File: config.mk
export PLATFORM = sky130hd
export DESIGN_NAME = serial_frame_rx_flat
export DESIGN_NICKNAME = d
export VERILOG_FILES = /design/src/rtl/serial_frame_rx_pkg.sv /design/src/rtl/serial_frame_rx_if.sv /design/src/rtl/serial_frame_rx_sync_chain.sv /design/src/rtl/serial_frame_rx.sv /design/src/flat_wrapper.sv
export SDC_FILE = /design/constraint.sdc
export NUM_CORES = 1
export LEC_CHECK = 0
export CORE_MARGIN = 1
export CORE_UTILIZATION = 48
export DETAILED_ROUTE_END_ITERATION = 6
export PLACE_DENSITY_LB_ADDON = 0.1
export SLEW_MARGIN = 10
export SYNTH_ARGS = -nofsm -noshare
export SYNTH_HDL_FRONTEND = slang
export SYNTH_SLANG_ARGS = --single-unit
export TNS_END_PERCENT = 50
File: constraint.sdc
create_clock -name clk -period 1.3 [get_ports clk]
set_input_delay 0.26 -clock clk [delete_from_list [all_inputs] [get_ports clk]]
set_output_delay 0.26 -clock clk [all_outputs]
set_load 0.005 [all_outputs]
File: src/rtl/serial_frame_rx_pkg.sv
// Shared definitions for the single-wire serial link (receiver and transmitter).
package serial_link_pkg;

  typedef enum logic [2:0] {
    IDLE,
    DATA,
    PARITY,
    STOP,
    BREAK
  } link_state_t;

  localparam logic LINE_IDLE = 1'b1;
  localparam logic START_BIT = 1'b0;
  localparam logic STOP_BIT  = 1'b1;

  // 0 = even parity, 1 = odd parity
  localparam logic PARITY_MODE = 1'b0;

  function automatic logic parity_mismatch(input logic parity_bit, input logic running_xor);
    return parity_bit ^ running_xor ^ PARITY_MODE;
  endfunction

endpackage

File: src/rtl/serial_frame_rx_if.sv
// Parallel-side handshake of the serial frame receiver.
interface serial_frame_rx_if #(
  parameter int DATA_W = 8
);
  logic [DATA_W-1:0] rx_data;
  logic              rx_valid;
  logic              rx_ready;
  logic              parity_err;
  logic              frame_err;
  logic              overrun;

  modport master (
    output rx_data, rx_valid, parity_err, frame_err, overrun,
    input  rx_ready
  );

  modport slave (
    input  rx_data, rx_valid, parity_err, frame_err, overrun,
    output rx_ready
  );
endinterface

File: src/rtl/serial_frame_rx_sync_chain.sv
// Multi-flop synchroniser; resets to the idle line level so reset never looks like a start bit.
module sync_chain
  import serial_link_pkg::*;
#(
  parameter int SYNC_STAGES = 2
) (
  input  logic clk,
  input  logic reset,
  input  logic d,
  output logic q
);
  logic [SYNC_STAGES-1:0] ff;

  always_ff @(posedge clk or negedge reset) begin
    if (!reset) ff <= {SYNC_STAGES{LINE_IDLE}};
    else        ff <= {ff[SYNC_STAGES-2:0], d};
  end

  assign q = ff[SYNC_STAGES-1];
endmodule

File: src/rtl/serial_frame_rx.sv
// Serial frame receiver: start detect, LSB-first shift, optional parity, stop check, valid/ready out.
//   state  | meaning
//   IDLE   | line idle, waiting for start bit
//   DATA   | shifting in payload bits
//   PARITY | sampling the parity bit
//   STOP   | sampling stop bit, deliver or flag
//   BREAK  | bad stop seen, wait for line to return high
module serial_frame_rx
  import serial_link_pkg::*;
#(
  parameter int DATA_W      = 8,
  parameter bit PARITY_EN   = 1'b1,
  parameter int SYNC_STAGES = 2
) (
  input  logic                 clk,
  input  logic                 reset,
  input  logic                 serial_in,
  serial_frame_rx_if.master    rx
);
  localparam int CNT_W = (DATA_W > 1) ? $clog2(DATA_W) : 1;

  logic              s;
  link_state_t       state, state_nxt;
  logic [CNT_W-1:0]  cnt;
  logic [DATA_W-1:0] shift;
  logic              run_xor;
  logic              mismatch;
  logic              last_bit;
  logic              deliver;
  logic              drop;

  sync_chain #(.SYNC_STAGES(SYNC_STAGES)) u_sync (
    .clk   (clk),
    .reset (reset),
    .d     (serial_in),
    .q     (s)
  );

  assign last_bit = (cnt == CNT_W'(DATA_W - 1));

  always_ff @(posedge clk or negedge reset) begin
    if (!reset) state <= IDLE;
    else        state <= state_nxt;
  end

  always_comb begin
    state_nxt = state;
    deliver   = 1'b0;
    drop      = 1'b0;
    case (state)
      IDLE:   if (s == START_BIT) state_nxt = DATA;
      DATA:   if (last_bit) state_nxt = PARITY_EN ? PARITY : STOP;
      PARITY: state_nxt = STOP;
      STOP: begin
        if (s == STOP_BIT) begin
          state_nxt = IDLE;
          deliver   = !rx.rx_valid || rx.rx_ready;
          drop      = rx.rx_valid && !rx.rx_ready;
        end else begin
          state_nxt = BREAK;
        end
      end
      BREAK:  if (s == LINE_IDLE) state_nxt = IDLE;
      default: state_nxt = IDLE;
    endcase
  end

  always_ff @(posedge clk or negedge reset) begin
    if (!reset) begin
      cnt           <= '0;
      shift         <= '0;
      run_xor       <= 1'b0;
      mismatch      <= 1'b0;
      rx.rx_data    <= '0;
      rx.rx_valid   <= 1'b0;
      rx.parity_err <= 1'b0;
      rx.frame_err  <= 1'b0;
      rx.overrun    <= 1'b0;
    end else begin
      rx.frame_err <= (state == STOP) && (s != STOP_BIT);
      rx.overrun   <= drop;

      case (state)
        IDLE: begin
          cnt      <= '0;
          run_xor  <= 1'b0;
          mismatch <= 1'b0;
        end
        DATA: begin
          shift[cnt] <= s;
          run_xor    <= run_xor ^ s;
          cnt        <= cnt + 1'b1;
        end
        PARITY: mismatch <= parity_mismatch(s, run_xor);
        default: ;
      endcase

      // a same-edge accept and new delivery keeps rx_valid high
      if (deliver) begin
        rx.rx_data    <= shift;
        rx.parity_err <= mismatch;
        rx.rx_valid   <= 1'b1;
      end else if (rx.rx_valid && rx.rx_ready) begin
        rx.rx_valid   <= 1'b0;
      end
    end
  end
endmodule

File: src/flat_wrapper.sv
// flat-port wrapper written by rule: the top's interface ports become plain ports
module serial_frame_rx_flat import serial_link_pkg::*;
#(
  parameter int DATA_W      = 8,
  parameter bit PARITY_EN   = 1'b1,
  parameter int SYNC_STAGES = 2
)
  (clk, reset, serial_in, rx_rx_data, rx_rx_valid, rx_parity_err, rx_frame_err, rx_overrun, rx_rx_ready);
  serial_frame_rx_if #(.DATA_W(DATA_W)) rx_i ();
  input  logic clk;
  input  logic reset;
  input  logic serial_in;
  output wire logic [$bits(rx_i.rx_data)-1:0] rx_rx_data;
  output wire logic [$bits(rx_i.rx_valid)-1:0] rx_rx_valid;
  output wire logic [$bits(rx_i.parity_err)-1:0] rx_parity_err;
  output wire logic [$bits(rx_i.frame_err)-1:0] rx_frame_err;
  output wire logic [$bits(rx_i.overrun)-1:0] rx_overrun;
  input wire logic [$bits(rx_i.rx_ready)-1:0] rx_rx_ready;
  assign rx_rx_data = rx_i.rx_data;
  assign rx_rx_valid = rx_i.rx_valid;
  assign rx_parity_err = rx_i.parity_err;
  assign rx_frame_err = rx_i.frame_err;
  assign rx_overrun = rx_i.overrun;
  assign rx_i.rx_ready = rx_rx_ready;
  serial_frame_rx #(.DATA_W(DATA_W), .PARITY_EN(PARITY_EN), .SYNC_STAGES(SYNC_STAGES)) u_core (.clk(clk), .reset(reset), .serial_in(serial_in), .rx(rx_i));
endmodule
==> results.md <==
- Skew-Pair Late Insertion Delay: around 0.32 ns
- Final HPWL DP: about 1.5 mm
- Die area: 2900 µm²
- Synth cell count leaders: dfrtp_1, mux2_2, nand2_1
- Max Cap Viol: 0
- Post-Synthesis Cells: 100
- Global placer's final weighted congestion: ~0.69
- Initial DRT Pass Iterations: 4
- Wire per inst: 14.4 µm
- # DRC: 0
- CP max FO: 5
- CP required: around 1.5 ns
- VDD IR max: ~1.7 mV
- Slew margin rel.: 0.832
- Final nets: between 100 and 150
- CTS tree: built
- Fill count: 185
- Hold_buf cts: 0
- Crit path largest cell delay: between 0.4 and 0.5 ns
- Most common cell in the netlist: dfrtp_1
- Share of cells above drive strength 1: 0.439
- Yosys warns: 0
- Synth Register Bits: 30
- Fmax: 671 MHz
- Post-synth cell types: 28
- Avg Inst Size Synth: about 13 µm²
- CP bufs+invs: 1
- RSZ-0062 raised after global routing: true
- Yosys top cell area share: 0.543
- Post-route ant nets: 0
- CP endpoint kind: register
- Crit share post-route: 1.15
- Final wirelength: 2.33 mm
- Buffers on Ports: 15
- Run status: complete, but fails checks
- FFs w/ async S/R, synth: 1.00
- Failing checks: setup timing
- WP data arrival: about 1.7 ns
- # rows: 18
- Final WS setup: -0.191 ns
- Initial antenna violation count: 0
- Fin. max-slew vios: 0
- Final Skew: between 0.005 and 0.006 ns
- Pin count of the biggest net entering global routing: 31
- Post-synth top flop: dfrtp_1
- CTS H-tree depth: 2
- Clk buf depth: 2
- Die Y: between 50 and 60 µm
- Gr ovfl total: 0
- Top Family by Delay on Critical Path: flip-flops
- Vias/cell: between 5 and 6
- Die width: ~54 µm
- Pleak: 0.827 nW
- Vias: approximately 860
- First-pass GRT wire length: a little under 4 mm
- Measured slew at the worst slew-check pin: around 0.25 ns
- Startpoint Class: register
- CTS buffer count: 5
- Crit Path Class: reg2reg
- CP Cell Sequence: nand4b_1 > nor2b_2 > buf_6 > mux2_4
- Number of global-route vias before repair: between 800 and 900
- Crit path time final: about 1.5 ns
- Net Count, Synth: about 110
- Diodes inserted: 0
- Setup TNS: -2.57 ns
- I/O Pins: 16
- Fin Hold WS: 0.304 ns
- Worst hold path type: in2async
- Core area: 2500 µm²
- CTS root buffer: clkbuf_4
- DRT iter0 DRCs: 13
- EDFF count, synth: 0
- Synthesized area: roughly 1300 µm²
- Synth area leaders: dfrtp_1, mux2_2, dfstp_2
- GRT Util Overall: 0.199
- Part of the Yosys area used for sequential elements: 0.584
- Total clock sinks: 30
- Synth area leader: dfrtp_1
- Setup violators final: 17
- Initial cell density of the core: 0.516
- Slowest CP cell: dfrtp_2
- Pwr dens: 2110 nW/µm²
- Clock-pin slew on the worst setup and hold paths: 0.09 ns
- Area growth from synthesis to layout: 32.5%
- Final hold vios: 0
==> per-layer routing <==
layer  share of wire  vias to the layer above  global-route usage
li1                -                      403                   -
met1            0.46                      424               0.240
met2            0.48                       24               0.325
met3           0.046                        4              0.0593
met4           0.015                        0              0.0921
met5               0                        -                   0
==> layout by cell type (no fill, tap or decap), drive strengths merged <==
master	synthesis	layout
dfrtp	28	28
mux2	18	18
buf	4	15
nand2	13	13
dlygate4sd2	0	11
nor2	7	7
clkbuf	2	7
nand2b	4	4
o21ai	4	4
clkdlybuf4s50	0	3
nor2b	3	3
nand3	2	2
ha	2	2
dfstp	2	2
nand3b	1	1
nand4b	1	1
mux2i	1	1
or2	1	1
a21oi	1	1
and4bb	1	1
nor4b	1	1
a22o	1	1
a21bo	1	1
o31ai	1	1
a21o	1	1
clkinv	0	1
clkdlybuf4s15	0	1
==> report_power, final <==
group          switching [mW]  total [mW]  internal [mW]
sequential              0.258        1.56           1.30
clock                   0.302       0.563          0.262
combinational           0.551        1.48          0.934
total                    1.11        3.60           2.49
==> cell families (layout without fill, tap and decap cells) <==
kind of cell / count (synthesis) / count (layout) / share of synthesized area
AND/OR/NAND/NOR: 34 / 34 / 0.149
flip-flops: 30 / 30 / 0.584
buffers and inverters: 6 / 38 / 0.0330
AO/OA/AOI/OAI: 9 / 9 / 0.0466
adder cells (fa/ha/maj): 2 / 2 / 0.0194
multiplexers: 19 / 19 / 0.168
==> layout make-up <==
| class | instances | area [µm²] | area share |
|---|---|---|---|
| Clock buffer | 7 | 55.1 | 0.0322 |
| Clock inverter | 1 | 5.00 | 0.00293 |
| Multi-Input combinational cell | 64 | 566 | 0.331 |
| Sequential cell | 30 | 757 | 0.443 |
| Tap cell | 30 | 37.5 | 0.0220 |
| Timing Repair Buffer | 30 | 289 | 0.169 |
==> per-stage QoR <==
stage	area (µm²)	total power, mW	std cells	setup WS, ns	utilization
floorplan	1290	2.28	100	-0.110	-
global placement	1520	2.77	149	-0.330	0.609
detailed placement	1520	2.84	149	-0.374	0.609
CTS	1670	3.50	161	-0.180	0.668
global route	1710	3.87	162	-0.237	0.684
finish	1710	3.60	162	-0.191	0.684
==> path summary, 6_finish.rpt <==
path	slack, ns	start	to	depth (start not counted)
max	-0.19	u_core.state[2]	u_core.rx.rx_data[2]	4
min	0.30	reset	u_core.rx.rx_valid	2
max reg2reg	-0.19	u_core.state[2]	u_core.rx.rx_data[2]	4
min reg2reg	0.36	u_core.u_sync.ff[0]	u_core.u_sync.ff[1]	0
max in group asynchronous	0.76	reset	u_core.u_sync.ff[0]	2
min in group clk	0.34	serial_in	u_core.u_sync.ff[0]	1
==> state kept, by name (all words and copies together) (netlist names) <==
| name | cells |
|---|---|
| u_core.cnt | 3 |
| u_core.rx.overrun | 1 |
| u_core.rx.parity_err | 1 |
| u_core.run_xor | 1 |
| u_core.rx.rx_valid | 1 |
| u_core.shift | 8 |
| u_core.rx.rx_data | 8 |
| u_core.rx.frame_err | 1 |
| u_core.state | 3 |
| u_core.mismatch | 1 |
| u_core.u_sync.ff | 2 |
==> worst register-to-register path: stages (launching register included) <==
cell,delay [ns]
dfrtp_2,0.46
nand4b_1,0.24
nor2b_2,0.21
buf_6,0.17
mux2_4,0.31
==> timing repair <==
action | in CTS | in global routing
buffers inserted | 3 | 1
resized for setup | 32 | 11
pin swaps | 1 | 0
cloned | 1 | 0
setup endpoints to repair | 32 | 21
No activity file was read; power rests on OpenSTA's default activity.
